`src/rtl/seg7_scan_driver.sv`:
```
// Multiplexed N-digit 7-segment scan driver with hex/decimal decode, leading-zero
// blanking, decimal points, selectable polarity and frame-synchronous data update.
module seg7_scan_driver #(
  parameter int unsigned N_DIGITS       = 4,
  parameter int unsigned SCAN_DIV       = 50000,
  parameter int unsigned SEG_ACTIVE_LOW = 0,
  parameter int unsigned DIG_ACTIVE_LOW = 1
) (
  input  logic                  i_clk,
  input  logic                  i_reset,
  input  logic                  i_enable,
  input  logic                  i_load,
  input  logic [4*N_DIGITS-1:0] i_data,
  input  logic [N_DIGITS-1:0]   i_dp,
  input  logic                  i_hex_mode,
  input  logic                  i_blank_lz,
  output logic [6:0]            o_seg,
  output logic                  o_dp,
  output logic [N_DIGITS-1:0]   o_digit,
  output logic                  o_frame
);

  localparam int unsigned DataW = 4 * N_DIGITS;
  localparam int unsigned IdxW  = (N_DIGITS > 1) ? $clog2(N_DIGITS) : 1;
  localparam int unsigned CntW  = $clog2(SCAN_DIV);
  localparam logic        SegInv = (SEG_ACTIVE_LOW != 0);
  localparam logic        DigInv = (DIG_ACTIVE_LOW != 0);

  logic [CntW-1:0]     cnt_q, cnt_d;
  logic [IdxW-1:0]     idx_q, idx_d;
  logic                frame_q, frame_d;
  logic [DataW-1:0]    act_data_q, act_data_d, pend_data_q, pend_data_d;
  logic [N_DIGITS-1:0] act_dp_q, act_dp_d, pend_dp_q, pend_dp_d;
  logic                pend_q, pend_d;
  logic [6:0]          seg_q, seg_d;
  logic                dp_q, dp_d;
  logic [N_DIGITS-1:0] digit_q, digit_d;

  logic tick, wrap;

  function automatic logic [6:0] decode(input logic [3:0] nib, input logic hex);
    logic [6:0] seg;
    case (nib)
      4'h0:    seg = 7'b1111110;
      4'h1:    seg = 7'b0110000;
      4'h2:    seg = 7'b1101101;
      4'h3:    seg = 7'b1111001;
      4'h4:    seg = 7'b0110011;
      4'h5:    seg = 7'b1011011;
      4'h6:    seg = 7'b1011111;
      4'h7:    seg = 7'b1110000;
      4'h8:    seg = 7'b1111111;
      4'h9:    seg = 7'b1111011;
      4'hA:    seg = hex ? 7'b1110111 : 7'b0000000;
      4'hB:    seg = hex ? 7'b0011111 : 7'b0000000;
      4'hC:    seg = hex ? 7'b1001110 : 7'b0000000;
      4'hD:    seg = hex ? 7'b0111101 : 7'b0000000;
      4'hE:    seg = hex ? 7'b1001111 : 7'b0000000;
      default: seg = hex ? 7'b1000111 : 7'b0000000;
    endcase
    return seg;
  endfunction

  assign tick = i_enable && (cnt_q == CntW'(SCAN_DIV - 1));
  assign wrap = tick && (idx_q == IdxW'(N_DIGITS - 1));

  // Prescaler and digit index
  always_comb begin
    cnt_d   = '0;
    idx_d   = '0;
    frame_d = 1'b0;
    if (i_enable) begin
      cnt_d   = tick ? '0 : cnt_q + 1'b1;
      idx_d   = wrap ? '0 : (tick ? idx_q + 1'b1 : idx_q);
      frame_d = wrap;
    end
  end

  // Active data only moves at a frame boundary (or freely while dark)
  always_comb begin
    act_data_d  = act_data_q;
    act_dp_d    = act_dp_q;
    pend_data_d = pend_data_q;
    pend_dp_d   = pend_dp_q;
    pend_d      = pend_q;
    if (!i_enable || wrap) begin
      if (i_load) begin
        act_data_d = i_data;
        act_dp_d   = i_dp;
        pend_d     = 1'b0;
      end else if (wrap && pend_q) begin
        act_data_d = pend_data_q;
        act_dp_d   = pend_dp_q;
        pend_d     = 1'b0;
      end
    end else if (i_load) begin
      pend_data_d = i_data;
      pend_dp_d   = i_dp;
      pend_d      = 1'b1;
    end
  end

  // Outputs are decoded from next-state so they track idx one cycle after the tick
  always_comb begin
    logic                above;
    logic [N_DIGITS-1:0] zero_above;
    logic [3:0]          nib;
    logic                dp_raw, blank;
    logic [6:0]          seg_raw;
    logic [N_DIGITS-1:0] dig_raw;
    above      = 1'b1;
    zero_above = '0;
    nib        = 4'h0;
    dp_raw     = 1'b0;
    blank      = 1'b0;
    dig_raw    = '0;
    for (int k = N_DIGITS - 1; k >= 0; k--) begin
      above         = above & (act_data_d[4*k +: 4] == 4'h0);
      zero_above[k] = above;
    end
    for (int k = 0; k < N_DIGITS; k++) begin
      if (idx_d == IdxW'(k)) begin
        nib        = act_data_d[4*k +: 4];
        dp_raw     = act_dp_d[k];
        blank      = i_blank_lz && (k != 0) && zero_above[k];
        dig_raw[k] = 1'b1;
      end
    end
    seg_raw = blank ? 7'b0000000 : decode(nib, i_hex_mode);
    if (!i_enable) begin
      seg_raw = '0;
      dp_raw  = 1'b0;
      dig_raw = '0;
    end
    seg_d   = SegInv ? ~seg_raw : seg_raw;
    dp_d    = SegInv ? ~dp_raw : dp_raw;
    digit_d = DigInv ? ~dig_raw : dig_raw;
  end

  always_ff @(posedge i_clk) begin
    if (i_reset) begin
      cnt_q       <= '0;
      idx_q       <= '0;
      frame_q     <= 1'b0;
      act_data_q  <= '0;
      act_dp_q    <= '0;
      pend_data_q <= '0;
      pend_dp_q   <= '0;
      pend_q      <= 1'b0;
      seg_q       <= {7{SegInv}};
      dp_q        <= SegInv;
      digit_q     <= {N_DIGITS{DigInv}};
    end else begin
      cnt_q       <= cnt_d;
      idx_q       <= idx_d;
      frame_q     <= frame_d;
      act_data_q  <= act_data_d;
      act_dp_q    <= act_dp_d;
      pend_data_q <= pend_data_d;
      pend_dp_q   <= pend_dp_d;
      pend_q      <= pend_d;
      seg_q       <= seg_d;
      dp_q        <= dp_d;
      digit_q     <= digit_d;
    end
  end

  assign o_seg   = seg_q;
  assign o_dp    = dp_q;
  assign o_digit = digit_q;
  assign o_frame = frame_q;

endmodule

```
`config.mk`:
```
export PLATFORM = sky130hd
export DESIGN_NAME = seg7_scan_driver
export DESIGN_NICKNAME = d
export VERILOG_FILES = /design/src/rtl/seg7_scan_driver.sv
export SDC_FILE = /design/constraint.sdc
export NUM_CORES = 1
export LEC_CHECK = 0
export CAP_MARGIN = 20
export CORE_MARGIN = 2
export CORE_UTILIZATION = 55
export CTS_CLUSTER_DIAMETER = 150
export DETAILED_ROUTE_END_ITERATION = 6
export GPL_TIMING_DRIVEN = 1
export PLACE_DENSITY = 0.86
export SKIP_LAST_GASP = 1
export SLEW_MARGIN = 10
export SYNTH_ARGS = -nofsm -noshare
export SYNTH_HDL_FRONTEND = slang
export SYNTH_SLANG_ARGS = --single-unit
```
`constraint.sdc`:
```
create_clock -name i_clk -period 6.5 [get_ports i_clk]
set_clock_uncertainty 0.1 [all_clocks]
set_input_delay 1.3 -clock i_clk [delete_from_list [all_inputs] [get_ports i_clk]]
set_output_delay 1.3 -clock i_clk [all_outputs]
set_load 0.01 [all_outputs]
```
After elaboration in Yosys (flattened, before gate mapping). Cells that the tools add are included.

Flip-flop bits (word level): 72. Bits of input ports: 26. Output and inout bits: 13. Logic and storage cells: 93.

Add/subtract/negate cells: 2. Eq/ne operators: 19. Multiplexer cells: 36. Bitwise logic cells: 5. Reductions and logical operators: 20.

Operators with widths (count): $pmux W7 S15 (1); $mux W16 (3); $mux W4 (8); $eq A4 B4 Y1 const B (7); $mux W7 (4); $add A16 B1 Y16 const B (1); $eq A16 B16 Y1 const B (1); $eq A4 B3 Y1 const B (4); $logic_not A4 Y1 (4); $mux W1 (15); $eq A4 B2 Y1 const B (2); $eq A2 B2 Y1 const B (3); $logic_and A1 B1 Y1 (6); $mux W2 (3); $mux W6 (1); $reduce_or A3 Y1 (2); $mux W5 (1); $eq A4 B1 Y1 const B (1); $not A4 Y4 (1); $reduce_and A2 Y1 (2); $reduce_bool A2 Y1 (2); $add A2 B1 Y2 const B (1); $and A1 B1 Y1 (2); $eq A2 B1 Y1 const B (1); other kinds (5) (6).

Depth between registers and ports, before layout.
Depth in word-level cells: 15. Depth in mapped cells: 13. Mapped depth without buffers: 10.

Least setup slack after synthesis. OpenSTA, ideal clock, no wires.

Path type: input to register. Start: input i_enable. End: register seg_q[3] (netlist: o_seg[3]). Setup time: 135 ps. Data arrival time: 3534 ps. Required time: 6265 ps. Path slack: 2731 ps. Stages on the path: 10. Buffers on the path: 1. Cell sequence: nand4b_1 -> or3_1 -> buf_6 -> o21ai_4 -> mux2i_1 -> nor3_2 -> o32ai_4 -> inv_1 -> o32ai_1 -> a211oi_1.

Word-level cells in the longest chain between the ends: 14. Elaborated cells between the ends (all ways): 48. Classes of those cells: eq/ne: 17; mux: 14; bitwise: 3; reduce/logical: 14.

RTL lines: from (decl) (line 11) `input logic i_enable,`; branches (longest 14 deep; another with $mux W16); to (signal assigned) (line 150) `seg_q <= {7{SegInv}};`; to (signal assigned) (line 162) `seg_q <= seg_d;`; to (decl) (line 35) `logic [6:0] seg_q, seg_d;`.

Parallel ways; which one is timed is not known. A chain may end at the register's enable or synchronous reset.

Final worst setup path.
Start: input i_enable. End: register seg_q[0] (netlist: o_seg[0]).

Same word-level chain as after synthesis.

==> flow_summary.toml <==
[clock_network]
cts-buffers-inserted = 9
ctsHoldBuffers = 0
clkSinkCount = 72
cts_setup_buffers = 0
clock_latency_ns = 0.35
clockRootBuffer = "clkbuf_8"
cts_tree = "done"
clkSlewWorstSetupHoldPaths_ns = 0.07
cts_max_level = 3
cts_resized = 0
cts_buffer_depth = 2

[logic_synthesis]
synth.distinct_cells = 69
synth.most_common_cell = "dfxtp_1"
netlist_instances = 443
synth_edf_count = 0
syn-cell-area_sq_um = 3890
synth_compound_area_frac = 0.197
synthesis.nets = 471
synth_mux_area_frac = 0.104
synth-seq-cells = 72
yosysSeqAreaShare = 0.370
async_reset_ff_frac = 0
synth_top_family_by_area = "simple AND/OR/NAND/NOR gates"
synthSimpleGateAreaFrac = 0.243
synth_area_leaders = "dfxtp_1 37%, mux2i_1 10%, nor2_1 5.9%, nand2_1 3.6%, a21oi_1 2.3%"
synth_xor_area_frac = 0.0337
synth_adder_area_share = 0.00643
synth_area_per_cell_sq_um = 8.79
ys_top_cells_by_count = "72 x dfxtp_1, 61 x nor2_1, 39 x mux2i_1, 37 x nand2_1, 18 x a21oi_1"
netlist.top_cell.by_area = "dfxtp_1"
yosys_most_used_dff = "dfxtp_1"
synth.top_cell.area_share = 0.370
yosys_warnings = 0

[worst_setup_path]
timing.rr.end = "o_seg[0]"
crit_fanout = 16
cp-end-kind = "flop"
cp.required_ns = 6.61
path_class = "primary input to flop"
critical_path_arrival_ns = 5.06
crit-reg2reg-launch = "idx_q[0]"
crit_end = "o_seg[0]"
worst-r2r-cell-count = 10
r2r_setup_slack_ns = 2.73
critPathLaunch = "i_enable"
cp-start-kind = "primary input"

[drt]
routed_wl_mm = 9.33
ant_nets = 0
met3_wirelength_microns = 642
vias = 3414
drc_errors = 0
dr.pass1.iters = 5
routed-wl-met2_mm = 4.39
vias_per_cell = 5.98
drt_iter0_drc = 250
drt-met1-wl_mm = 4.08
wl_per_cell_microns = 16.3
top_layer_used = "met4"

[final_layout]
layout-drive-gt1-share = 0.0947
stdcell_count = 571
area_delta_synth_final_pct = 14.3
antenna_cells = 0
final_nets = 499
final_util = 0.651

[power]
ir_worst_vdd_uv = 138
pwr_density_cell_nw_per_um2 = 215
p_total_uw = 956
power_leakage_nw = 1.65

[timing]
final_hold_viol_count = 0
post-route-period-util = 0.763
setup_viol = 0
period_minus_slack_ns = 4.96
tightest_slew_ns = 0.923
setup_ws_ns = 1.54
max_clock_freq_mhz = 202
rsz0062_at_grt = "false"
fin_tns_setup_ns = 0
relSlewSlack = 0.381
maxSlewViolCount = 0

[placed_design]
numPlacedInstances = 556
hpwl_mm = 6.79
place.gp.congestion = 0.952
numPortBuffers = 38
pre_cts_slack_ns = 1.25

[global_routing]
grt_pass1_wl_mm = 15.3
grt_max_degree = 24
track_usage = 0.253
grt_pass1_vias = 3300
grt_overflow = 0
antenna_found_initial = 0

[floorplan]
initial_core_util = 0.570
die_area_sq_um = 7770
chipHeight_microns = 88.1
num_rows = 30
fp.dieW_microns = 88.1
io_pins = 39
coreArea_sq_um = 6830

[flow_run]
maxCapViolations = 0

[min_path]
hold_depth = 1
min-delay-path-class = "flop to flop"

[status]
run_status = "finished clean"
-- cell usage in the layout (no fill, tap or decap), types with 3 or more instances in the layout --
master	count
nand2b_1	10
a211oi_1	12
clkdlybuf4s50_1	38
o22ai_1	5
or2_2	4
a31oi_1	7
and3_1	10
or3_1	3
nor2b_1	6
nor3_2	4
xor2_1	6
a21boi_0	4
o211ai_1	4
and2_1	5
nor2_1	61
nand3_1	16
o21ai_0	15
nand4b_1	3
nand2_1	37
a21oi_1	18
clkbuf_8	10
o21ai_1	4
dfxtp_1	72
nor3_1	10
inv_1	9
xnor2_1	9
mux2i_1	39
-- report_power, final --
group          internal [mW]  total (mW)  switching, mW  leakage, nW
sequential             0.461       0.470        0.00952        0.588
clock                  0.185       0.347          0.162       0.0925
combinational         0.0636       0.139         0.0751        0.968
-- how the worst min path moves through the flow --
stage / startpoint / end / slack (ns)
finish: cnt_q[0] / cnt_q[0] / 0.35
global route: cnt_q[0] / cnt_q[0] / 0.38
CTS: cnt_q[0] / cnt_q[0] / 0.35
detailed placement: cnt_q[0] / cnt_q[0] / 0.34
global placement: cnt_q[0] / cnt_q[0] / 0.32
floorplan: cnt_q[0] / cnt_q[0] / 0.31
-- per-stage QoR --
| stage | hold slack, ns | area [sq um] |
|---|---|---|
| detailed placement | 0.337 | 4260 |
| floorplan | 0.313 | 3890 |
| global route | 0.381 | 4450 |
| global placement | 0.323 | 4260 |
| finish | 0.354 | 4450 |
| CTS | 0.352 | 4450 |
-- critical path, stage by stage --
cell and delay (ns):
clkdlybuf4s50_1 0.82, nand4b_1 0.30, or3_1 0.54, o21ai_4 0.54
mux2i_1 0.41, o22ai_1 0.13, o41ai_1 0.29, nand4b_1 0.19
a31oi_2 0.44, a221oi_1 0.09
-- state kept, by name (all words and copies together) (netlist names) --
register	count
o_dp	1
pend_q	1
o_digit	4
act_dp_q	4
o_seg	7
o_frame	1
idx_q	2
cnt_q	16
pend_data_q	16
pend_dp_q	4
act_data_q	16
-- layout make-up --
cell class,count,area (sq um)
clock buffers,12,145
flip-flops and latches,72,1440
clock inverters,3,42.5
well taps,96,120
fillers,602,2380
inverters,9,33.8
multi-input cells,339,2270
repair buffers,40,395
-- metal layers --
layer / global-route usage / vias to the layer above
met3: 0.0603 / 26
met2: 0.408 / 146
met4: 0.0964 / 0
li1: - / 1638
met1: 0.331 / 1604
met5: 0 / -
-- kinds of logic (layout without fill, tap and decap cells) --
| group | Yosys count | after routing |
|---|---|---|
| simple gates | 185 | 185 |
| compound gates | 97 | 97 |
| flops | 72 | 72 |
| mux | 40 | 40 |
| buf+inv | 32 | 64 |
| xor+xnor | 15 | 15 |
| fa+ha+maj | 2 | 2 |
No activity file was read; power rests on OpenSTA's default activity.
